==> src/rtl/mem_access_if.sv <==
// Data-bus bundle between the memory-access stage (master) and memory (slave).
// Only one request is outstanding at a time. The master holds its request
// fields stable until the slave acknowledges the transfer.
interface mem_access_if #(
    parameter int DATA_W = 32
);
    logic              bus_req;
    logic              bus_we;
    logic [DATA_W-1:0] bus_addr;
    logic [3:0]        bus_be;
    logic [DATA_W-1:0] bus_wdata;
    logic              bus_ack;
    logic [DATA_W-1:0] bus_rdata;

    modport master (
        output bus_req, bus_we, bus_addr, bus_be, bus_wdata,
        input  bus_ack, bus_rdata
    );

    modport slave (
        input  bus_req, bus_we, bus_addr, bus_be, bus_wdata,
        output bus_ack, bus_rdata
    );
endinterface

==> src/rtl/mem_access.sv <==
// MIPS memory-access stage. Handles byte, halfword and word loads and stores
// over a single-outstanding request/ack bus. Load data is sign- or
// zero-extended. Each retired instruction produces one registered write-back,
// and the upstream pipeline is stalled while a bus transfer is pending.
module mem_access #(
    parameter int DATA_W = 32
) (
    input  logic              clk,
    input  logic              rst,
    input  logic              ex_valid,
    input  logic [3:0]        ex_mem_op,
    input  logic [DATA_W-1:0] ex_addr,
    input  logic [DATA_W-1:0] ex_store_data,
    input  logic              ex_wreg,
    input  logic [4:0]        ex_waddr,
    input  logic [DATA_W-1:0] ex_wdata,
    output logic              stall_req,
    mem_access_if.master      bus,
    output logic              write_enable,
    output logic [4:0]        write_addr,
    output logic [DATA_W-1:0] write_data,
    output logic              addr_error,
    output logic [DATA_W-1:0] bad_addr
);

    typedef enum logic {
        IDLE,
        BUS
    } state_t;

    typedef enum logic [3:0] {
        OP_NONE = 4'd0,
        OP_LB   = 4'd1,
        OP_LBU  = 4'd2,
        OP_LH   = 4'd3,
        OP_LHU  = 4'd4,
        OP_LW   = 4'd5,
        OP_SB   = 4'd6,
        OP_SH   = 4'd7,
        OP_SW   = 4'd8
    } mem_op_t;

    state_t            state_q;
    logic              bus_req_q;
    logic              bus_we_q;
    logic [DATA_W-1:0] bus_addr_q;
    logic [3:0]        bus_be_q;
    logic [DATA_W-1:0] bus_wdata_q;
    logic [3:0]        op_q;
    logic [1:0]        lane_q;
    logic              wreg_q;
    logic [4:0]        waddr_q;
    logic              write_enable_q;
    logic [4:0]        write_addr_q;
    logic [DATA_W-1:0] write_data_q;
    logic              addr_error_q;
    logic [DATA_W-1:0] bad_addr_q;

    logic              is_load;
    logic              is_store;
    logic              is_mem;
    logic              size_half;
    logic              size_word;
    logic              misaligned;
    logic [3:0]        be_d;
    logic [DATA_W-1:0] wdata_d;
    logic [7:0]        rbyte;
    logic [15:0]       rhalf;
    logic [DATA_W-1:0] load_data;

    // Decode the execute-stage op: direction, access size, alignment and lane steering
    always_comb begin
        is_load   = 1'b0;
        is_store  = 1'b0;
        size_half = 1'b0;
        size_word = 1'b0;
        case (ex_mem_op)
            OP_LB, OP_LBU:  is_load = 1'b1;
            OP_LH, OP_LHU: begin
                is_load   = 1'b1;
                size_half = 1'b1;
            end
            OP_LW: begin
                is_load   = 1'b1;
                size_word = 1'b1;
            end
            OP_SB:          is_store = 1'b1;
            OP_SH: begin
                is_store  = 1'b1;
                size_half = 1'b1;
            end
            OP_SW: begin
                is_store  = 1'b1;
                size_word = 1'b1;
            end
            default: ;
        endcase
        is_mem     = is_load | is_store;
        misaligned = (size_half && ex_addr[0]) || (size_word && (ex_addr[1:0] != 2'b00));
        if (size_word) begin
            be_d    = 4'b1111;
            wdata_d = ex_store_data;
        end else if (size_half) begin
            be_d    = ex_addr[1] ? 4'b1100 : 4'b0011;
            wdata_d = {2{ex_store_data[15:0]}};
        end else begin
            be_d    = 4'b0001 << ex_addr[1:0];
            wdata_d = {4{ex_store_data[7:0]}};
        end
    end

    // Select the addressed lane of the returned word and extend it to register width
    always_comb begin
        case (lane_q)
            2'd0:    rbyte = bus.bus_rdata[7:0];
            2'd1:    rbyte = bus.bus_rdata[15:8];
            2'd2:    rbyte = bus.bus_rdata[23:16];
            default: rbyte = bus.bus_rdata[31:24];
        endcase
        rhalf = lane_q[1] ? bus.bus_rdata[31:16] : bus.bus_rdata[15:0];
        case (op_q)
            OP_LB:   load_data = {{(DATA_W-8){rbyte[7]}}, rbyte};
            OP_LBU:  load_data = {{(DATA_W-8){1'b0}}, rbyte};
            OP_LH:   load_data = {{(DATA_W-16){rhalf[15]}}, rhalf};
            OP_LHU:  load_data = {{(DATA_W-16){1'b0}}, rhalf};
            default: load_data = bus.bus_rdata;
        endcase
    end

    // Stall upstream while an aligned memory op is being launched or waiting for its ack
    always_comb begin
        if (rst) begin
            stall_req = 1'b0;
        end else if (state_q == IDLE) begin
            stall_req = ex_valid && is_mem && !misaligned;
        end else begin
            stall_req = !bus.bus_ack;
        end
    end

    // Stage FSM with registered bus, write-back and error outputs
    always_ff @(posedge clk) begin
        if (rst) begin
            state_q        <= IDLE;
            bus_req_q      <= 1'b0;
            bus_we_q       <= 1'b0;
            bus_addr_q     <= '0;
            bus_be_q       <= '0;
            bus_wdata_q    <= '0;
            op_q           <= '0;
            lane_q         <= '0;
            wreg_q         <= 1'b0;
            waddr_q        <= '0;
            write_enable_q <= 1'b0;
            write_addr_q   <= '0;
            write_data_q   <= '0;
            addr_error_q   <= 1'b0;
            bad_addr_q     <= '0;
        end else begin
            write_enable_q <= 1'b0;
            addr_error_q   <= 1'b0;
            case (state_q)
                IDLE: begin
                    if (ex_valid) begin
                        if (!is_mem) begin
                            write_enable_q <= ex_wreg;
                            write_addr_q   <= ex_waddr;
                            write_data_q   <= ex_wdata;
                        end else if (misaligned) begin
                            addr_error_q <= 1'b1;
                            bad_addr_q   <= ex_addr;
                        end else begin
                            state_q     <= BUS;
                            bus_req_q   <= 1'b1;
                            bus_we_q    <= is_store;
                            bus_addr_q  <= {ex_addr[DATA_W-1:2], 2'b00};
                            bus_be_q    <= be_d;
                            bus_wdata_q <= wdata_d;
                            op_q        <= ex_mem_op;
                            lane_q      <= ex_addr[1:0];
                            wreg_q      <= ex_wreg & is_load;
                            waddr_q     <= ex_waddr;
                        end
                    end
                end
                BUS: begin
                    if (bus.bus_ack) begin
                        state_q        <= IDLE;
                        bus_req_q      <= 1'b0;
                        write_enable_q <= wreg_q;
                        write_addr_q   <= waddr_q;
                        write_data_q   <= load_data;
                    end
                end
                default: state_q <= IDLE;
            endcase
        end
    end

    assign bus.bus_req   = bus_req_q;
    assign bus.bus_we    = bus_we_q;
    assign bus.bus_addr  = bus_addr_q;
    assign bus.bus_be    = bus_be_q;
    assign bus.bus_wdata = bus_wdata_q;
    assign write_enable  = write_enable_q;
    assign write_addr    = write_addr_q;
    assign write_data    = write_data_q;
    assign addr_error    = addr_error_q;
    assign bad_addr      = bad_addr_q;

endmodule

==> src/flat_wrapper.sv <==
// flat-port wrapper written by rule: the top's interface ports become plain ports
module mem_access_flat 
#(
    parameter int DATA_W = 32
)
  (clk, rst, ex_valid, ex_mem_op, ex_addr, ex_store_data, ex_wreg, ex_waddr, ex_wdata, stall_req, write_enable, write_addr, write_data, addr_error, bad_addr, bus_bus_req, bus_bus_we, bus_bus_addr, bus_bus_be, bus_bus_wdata, bus_bus_ack, bus_bus_rdata);
  mem_access_if #(.DATA_W(DATA_W)) bus_i ();
  input  logic clk;
  input  logic rst;
  input  logic ex_valid;
  input  logic [3:0] ex_mem_op;
  input  logic [DATA_W-1:0] ex_addr;
  input  logic [DATA_W-1:0] ex_store_data;
  input  logic ex_wreg;
  input  logic [4:0] ex_waddr;
  input  logic [DATA_W-1:0] ex_wdata;
  output logic stall_req;
  output logic write_enable;
  output logic [4:0] write_addr;
  output logic [DATA_W-1:0] write_data;
  output logic addr_error;
  output logic [DATA_W-1:0] bad_addr;
  output wire logic [$bits(bus_i.bus_req)-1:0] bus_bus_req;
  output wire logic [$bits(bus_i.bus_we)-1:0] bus_bus_we;
  output wire logic [$bits(bus_i.bus_addr)-1:0] bus_bus_addr;
  output wire logic [$bits(bus_i.bus_be)-1:0] bus_bus_be;
  output wire logic [$bits(bus_i.bus_wdata)-1:0] bus_bus_wdata;
  input wire logic [$bits(bus_i.bus_ack)-1:0] bus_bus_ack;
  input wire logic [$bits(bus_i.bus_rdata)-1:0] bus_bus_rdata;
  assign bus_bus_req = bus_i.bus_req;
  assign bus_bus_we = bus_i.bus_we;
  assign bus_bus_addr = bus_i.bus_addr;
  assign bus_bus_be = bus_i.bus_be;
  assign bus_bus_wdata = bus_i.bus_wdata;
  assign bus_i.bus_ack = bus_bus_ack;
  assign bus_i.bus_rdata = bus_bus_rdata;
  mem_access #(.DATA_W(DATA_W)) u_core (.clk(clk), .rst(rst), .ex_valid(ex_valid), .ex_mem_op(ex_mem_op), .ex_addr(ex_addr), .ex_store_data(ex_store_data), .ex_wreg(ex_wreg), .ex_waddr(ex_waddr), .ex_wdata(ex_wdata), .stall_req(stall_req), .bus(bus_i), .write_enable(write_enable), .write_addr(write_addr), .write_data(write_data), .addr_error(addr_error), .bad_addr(bad_addr));
endmodule
==> config.mk <==
export PLATFORM = sky130hd
export DESIGN_NAME = mem_access_flat
export DESIGN_NICKNAME = d
export VERILOG_FILES = /design/src/rtl/mem_access_if.sv /design/src/rtl/mem_access.sv /design/src/flat_wrapper.sv
export SDC_FILE = /design/constraint.sdc
export NUM_CORES = 1
export LEC_CHECK = 0
export CAP_MARGIN = 40
export CORE_MARGIN = 4
export CORE_UTILIZATION = 30
export DETAILED_ROUTE_END_ITERATION = 7
export PLACE_DENSITY = 0.55
export SYNTH_ARGS = -nofsm -noshare
export SYNTH_HDL_FRONTEND = slang
export SYNTH_SLANG_ARGS = --single-unit
==> constraint.sdc <==
create_clock -name clk -period 3.05 [get_ports clk]
set_input_delay 0.61 -clock clk [delete_from_list [all_inputs] [get_ports clk]]
set_output_delay 0.61 -clock clk [all_outputs]
set_load 0.03 [all_outputs]
==> flow_summary.json, run 1 <==
{
  "cp.arrival_ns": 2.35,
  "via_count": 7653,
  "areaGrowthSynthToFinish_pct": 53.4,
  "stdcell_area_sq_um": 11200,
  "avgRoutedWirePerCell_microns": 19.5,
  "drtPass1Iterations": 5,
  "numCtsBuffers": 17,
  "tns_ns": 0,
  "grt_overflow": 0,
  "synth.cells.most_frequent": "152 x dfxtp_1, 134 x a21oi_1, 98 x o21ai_0, 77 x nand2_1, 59 x nand3_1",
  "place_area_sq_um": 10500,
  "tightest_slew_ns": 0.637,
  "r2r_cells": 7,
  "grt_pass1_vias": 7356,
  "netlist_top_cells_area": "dfxtp_1 42%, a21oi_1 9.2%, o21ai_0 6.7%",
  "regArea_sq_um": 3040,
  "root_buffer": "clkbuf_16",
  "start_kind": "input pin",
  "worstSkewPairLatency_ns": 0.43,
  "post-route-period-util_pct": 97.0,
  "synth_edf_count": 0,
  "die-area_sq_um": 26800,
  "status": "finished, final reports clean",
  "synth-seq-area-share_pct": 41.9,
  "drv_slew": 0,
  "die_w_microns": 164,
  "start_util_pct": 30.7,
  "dpl.hpwl_microns": 19400,
  "cp_max_fo": 9,
  "syn_inst": 877,
  "hold_path_class": "flip-flop to flip-flop",
  "cts_tree": "done",
  "final_core_util_pct": 47.1,
  "r2r_slack_ns": 0.90,
  "cts_sinks": 152,
  "routabilityCongestion": 0.830,
  "yosysMostFrequentCell": "dfxtp_1",
  "postSynthAreaPerCell_sq_um": 8.29,
  "drive_gt1_share_pct": 10.2,
  "p_leak_nw": 3.87,
  "synthFlopType": "dfxtp_1",
  "timing.rr.start": "u_core.lane_q[1]$_SDFFE_PP0P_",
  "path_clk_slew_ns": 0.07,
  "drtIter0Drc": 683,
  "io_buffer_count": 281,
  "grt_use_total_pct": 20.6,
  "hp-start": "u_core.waddr_q[3]$_SDFFE_PP0P_",
  "synth.top_cell.area_share_pct": 41.9,
  "startpoint": "ex_mem_op[3]",
  "clk_path_buf_depth": 2,
  "wl_met1_microns": 12400,
  "ant_nets": 0,
  "grt_pass1_wl_microns": 43400,
  "ys_types": 58,
  "io_pins": 284,
  "num_rows": 56,
  "pwr_density_cell_nw_per_um2": 517,
  "yosys.area_share.simple_pct": 14.2,
  "max_cap_viol_count": 0,
  "finalWirelength_microns": 28500,
  "finalCriticalPeriod_ns": 2.96,
  "nets": 1271,
  "synthAdderAreaFrac_pct": 0,
  "final_hold_viol_count": 0,
  "post_cts_buffers": 0,
  "end_kind": "output port",
  "grt_max_degree": 129,
  "routed-wl-met3_microns": 2600,
  "yosys_warnings": 0,
  "hold_depth": 2,
  "cts-resized-gates": 0,
  "htree_levels": 4,
  "crit_type": "input pin to output port",
  "r2r_end": "u_core.write_data[17]$_SDFFE_PP0P_",
  "peakVddDrop_uv": 304,
  "n_fill_cell": 2411,
  "synth_top_family_by_area": "compound AO/OA/AOI/OAI gates",
  "ys_ff_latch": 152,
  "muxShareOfSynthArea_pct": 6.08,
  "design.core.area_sq_um": 23700,
  "die_h_microns": 164,
  "clock.fmax_ghz": 0.338,
  "synth_xor_area_share_pct": 0.121,
  "setup_viol": 0,
  "syn_area_sq_um": 7270,
  "rsz0062_at_grt": "no",
  "required_ns": 2.44,
  "multi_input_area_sq_um": 3750,
  "viasPerCell": 5.23,
  "async_flop_share_pct": 0,
  "cts_hold_buf": 0,
  "met2RoutedLength_microns": 13100,
  "hold-worst-slack_ns": 0.474,
  "antenna_found_initial": 1,
  "synth-compound-area-share_pct": 30.8,
  "hold_end": "u_core.waddr_q[3]$_SDFFE_PP0P_",
  "fin_skew_ns": 0.00988,
  "highest_layer": "met4",
  "synth_area_leader_cell": "dfxtp_1",
  "drc": 0,
  "slew_headroom_pct": 57.4
}
==> per-stage QoR <==
step / power, mW / cells / setup slack [ns]
after floorplan: 2.95 / 878 / 0.158
after global placement: 3.60 / 1428 / 0.0830
after detailed placement: 3.60 / 1429 / 0.0851
after CTS: 5.82 / 1461 / 0.0849
after global routing: 6.02 / 1462 / 0.0219
final: 5.77 / 1462 / 0.0901
==> power breakdown <==
group / switching [mW] / internal (mW)
logic: 0.774 / 0.602
clock network: 1.08 / 1.12
registers: 0.0761 / 2.11
==> kinds of logic (layout without fill, tap and decap cells) <==
logic type             Yosys count  count (layout)
multiplexers                    34              34
XOR/XNOR                         1               1
other                            1               3
flip-flops                     152             152
AND/OR/NAND/NOR                217             217
AO/OA/AOI/OAI                  362             362
buffers and inverters          110             374
==> flip-flops by register name, indices dropped and copies added, names as in the netlist <==
register              cells
u_core.bad_addr          32
u_core.bus.bus_wdata     32
u_core.write_data        32
u_core.bus.bus_addr      30
u_core.waddr_q            5
u_core.write_addr         5
u_core.bus.bus_be         4
u_core.op_q               4
u_core.lane_q             2
u_core.addr_error         1
u_core.bus.bus_req        1
u_core.bus.bus_we         1
u_core.state_q            1
u_core.wreg_q             1
u_core.write_enable       1
==> worst max-delay path: stages <==
cell and delay, ns:
clkdlybuf4s50_1 0.41, buf_4 0.17, or4_4 0.53, and3_2 0.25
a21oi_2 0.15, nor2_1 0.08, buf_12 0.15
==> cells in the final DEF (no fill, tap or decap), types with 6 or more instances in the layout <==
cell type,instances
clkdlybuf4s50_1,279
dfxtp_1,151
a21oi_1,134
o21ai_0,98
nand2_1,77
nand3_1,58
buf_4,41
nor2_1,36
mux2i_1,25
a211oi_1,24
clkbuf_16,17
a311oi_1,15
o221ai_1,15
o21a_1,14
inv_1,13
a22o_1,12
nand2b_1,10
buf_12,9
o21ai_1,8
o211ai_2,8
o2111ai_1,8
mux4_2,8
and3_1,7
clkinv_8,6
==> final cells by class <==
type,instances,share of cell area [%]
inverters,13,0.438
multi-input cells,616,33.7
clock buffers,17,3.82
clock inverters,15,1.76
well taps,319,3.58
diodes,1,0.0224
flip-flops and latches,152,27.3
repair buffers,329,29.4
==> how the worst max path moves through the flow <==
stage                     slack (ns)   endpoint  depth (start not counted)
after detailed placement        0.09  stall_req                          7
after global placement          0.08  stall_req                          7
final                           0.09  stall_req                          7
after global routing            0.02  stall_req                          7
after CTS                       0.08  stall_req                          7
after floorplan                 0.16  stall_req                          9
==> routing by layer <==
metal  global-route usage [%]  up-vias
met5                        0        -
met4                     6.06        0
met3                     7.34       27
met2                     31.8      302
met1                     27.0     3609
li1                         -     3715
(Power assumes the default switching activity.)
==> run 2, diff against run 1 <==
--- a/config.mk
+++ b/config.mk
@@ -5,11 +5,15 @@
 export SDC_FILE = /design/constraint.sdc
 export NUM_CORES = 1
 export LEC_CHECK = 0
+export ABC_AREA = 1
 export CAP_MARGIN = 40
+export CELL_PAD_IN_SITES_DETAIL_PLACEMENT = 0
+export CELL_PAD_IN_SITES_GLOBAL_PLACEMENT = 1
 export CORE_MARGIN = 4
 export CORE_UTILIZATION = 30
+export CTS_BUF_LIST = sky130_fd_sc_hd__clkbuf_16
 export DETAILED_ROUTE_END_ITERATION = 7
-export PLACE_DENSITY = 0.55
+export PLACE_DENSITY = 0.77
 export SYNTH_ARGS = -nofsm -noshare
 export SYNTH_HDL_FRONTEND = slang
 export SYNTH_SLANG_ARGS = --single-unit
==> flow_summary.json, run 2 <==
{
  "numCtsBuffers": 17,
  "avgRoutedWirePerCell_microns": 16.1,
  "post_cts_buffers": 0,
  "finalWirelength_microns": 26500,
  "finalCriticalPeriod_ns": 2.91,
  "netlist_top_cells_area": "dfxtp_1 43%, nor2_1 12%, nand2_1 11%",
  "cp_max_fo": 5,
  "synth_area_leader_cell": "dfxtp_1",
  "p_leak_nw": 4.51,
  "r2r_cells": 8,
  "fin_skew_ns": 0.0101,
  "hold_path_class": "flip-flop to flip-flop",
  "cp_num_cells": 11,
  "die_w_microns": 162,
  "die_h_microns": 162,
  "post-route-period-util_pct": 95.4,
  "drc": 0,
  "cts_tree": "done",
  "path_clk_slew_ns": 0.07,
  "pwr_density_cell_nw_per_um2": 554,
  "required_ns": 2.44,
  "yosysMostFrequentCell": "nor2_1",
  "syn_area_sq_um": 7150,
  "die-area_sq_um": 26400,
  "status": "finished, final reports clean",
  "synthFlopType": "dfxtp_1",
  "cp.arrival_ns": 2.30,
  "htree_levels": 4,
  "final_common_cell": "clkdlybuf4s50_1",
  "synth.cells.most_frequent": "233 x nor2_1, 211 x nand2_1, 152 x dfxtp_1, 107 x o21ai_0, 63 x o21ai_1",
  "crit_type": "input pin to output port",
  "grt_pass1_vias": 7562,
  "yosys_warnings": 0,
  "syn_inst": 1058,
  "slew_headroom_pct": 59.2,
  "routabilityCongestion": 0.869,
  "grt_overflow": 0,
  "peakVddDrop_uv": 339,
  "drtPass1Iterations": 5,
  "synth-seq-area-share_pct": 42.5,
  "rsz0062_at_grt": "no",
  "drive_gt1_share_pct": 6.27,
  "ant_nets": 0,
  "num_rows": 56,
  "dpl.hpwl_microns": 19200,
  "async_flop_share_pct": 0,
  "cts_sinks": 152,
  "synth.top_cell.area_share_pct": 42.5,
  "clk_path_buf_depth": 2,
  "root_buffer": "clkbuf_16",
  "ys_types": 29,
  "start_util_pct": 30.5,
  "final_hold_viol_count": 0,
  "via_count": 7679,
  "io_pins": 284,
  "viasPerCell": 4.67,
  "hold_depth": 2,
  "setup_viol": 0,
  "tns_ns": 0,
  "ys_ff_latch": 152,
  "crit_path_cell_trace": "clkdlybuf4s50_1 -> nor2_2 -> nand2_2 -> nand2_1 -> nor2_4 -> inv_2 -> nand2_1 -> nor2_4 -> nor2_1 -> nor2_1 -> buf_12",
  "clock.fmax_ghz": 0.344,
  "synth_edf_count": 0,
  "postSynthAreaPerCell_sq_um": 6.76,
  "drtIter0Drc": 442,
  "drv_slew": 0,
  "areaGrowthSynthToFinish_pct": 51.8,
  "io_buffer_count": 281,
  "hold-worst-slack_ns": 0.447,
  "antenna_found_initial": 3,
  "path_delay_family": "simple AND/OR/NAND/NOR gates",
  "grt_pass1_wl_microns": 41600,
  "max_stage_delay_ns": 0.50,
  "worstSkewPairLatency_ns": 0.42,
  "design.core.area_sq_um": 23500,
  "end_kind": "output port",
  "critPathSlowestCell": "clkdlybuf4s50_1",
  "grt_max_degree": 83,
  "final_cell_mix": "280 x clkdlybuf4s50_1, 232 x nor2_1, 211 x nand2_1",
  "nets": 1453,
  "start_kind": "input pin",
  "grt_use_total_pct": 19.8,
  "max_cap_viol_count": 0,
  "tightest_slew_ns": 0.611,
  "cp_num_buf_inv": 3
}
==> run 2: changes by cell type in the layout (fill, tap and decap cells not counted), moves of 11 or more <==
cell and delta:
a211oi_1 -24, nor2_1 +196, inv_1 +32, a21oi_1 -79
buf_4 -20, o21a_1 -14, o21ai_1 +55, o221ai_1 -15
o21bai_1 +13, a311oi_1 -15, nand2_1 +134, mux2i_1 -25
nand3_1 -11, a22o_1 -12
==> run 2: logic make-up after synthesis <==
kind of cell           share of synthesized area (%)
other                                         0.0524
AND/OR/NAND/NOR                                 28.9
AO/OA/AOI/OAI                                   20.2
flip-flops                                      42.5
buffers and inverters                           8.34
==> run 2: cell type report <==
class                   instances  area, sq um
repair buffers                306         3060
clock buffers                  17          425
inverters                      51          193
fillers                      2432        12600
diodes                          2         5.00
flip-flops and latches        152         3040
well taps                     319          399
clock inverters                15          199
multi-input cells             783         3530
==> run 2: where the power goes <==
group | internal, mW | leakage, nW | switching [mW]
registers | 2.15 | 1.25 | 0.0901
logic | 0.649 | 2.96 | 0.910
clock network | 1.19 | 0.300 | 1.02
total | 3.99 | 4.51 | 2.02
==> run 2: layer usage <==
metal,global-route usage [%],vias to the layer above,share of wire [%]
met5,0,-,0.049
met4,7.57,2,2.8
met3,5.97,39,7.3
met2,32.7,222,47
met1,24.3,3462,43
li1,-,3954,-
==> run 2: final timing paths <==
kind | start | end | slack [ns]
min | u_core.bus.bus_req$_SDFFE_PP0P_ | u_core.bus.bus_req$_SDFFE_PP0P_ | 0.45
max | ex_mem_op[0] | stall_req | 0.14
max reg2reg | u_core.lane_q[1]$_SDFFE_PP0P_ | u_core.write_data[25]$_SDFFE_PP0P_ | 0.74
min reg2reg | u_core.bus.bus_req$_SDFFE_PP0P_ | u_core.bus.bus_req$_SDFFE_PP0P_ | 0.45
==> run 2: timing repair <==
action | in CTS | in global routing
hold buffers | 0 | 0
setup endpoints to repair | 0 | 1
gates resized for setup | 0 | 1
==> run 2: worst min-delay path: stages (launching register included) <==
cell and delay (ns):
dfxtp_1 0.31, inv_1 0.04, a21oi_1 0.05
==> run 2: through the flow <==
step	area (sq um)	instances	total power [mW]	worst slack, ns	util, %
after floorplan	7160	1059	3.16	0.453	-
after global placement	10200	1611	3.85	0.151	43.6
after detailed placement	10200	1611	3.86	0.0988	43.6
after CTS	10900	1643	6.10	0.0982	46.2
after global routing	10900	1645	6.32	0.0175	46.3
final	10900	1645	6.01	0.140	46.3
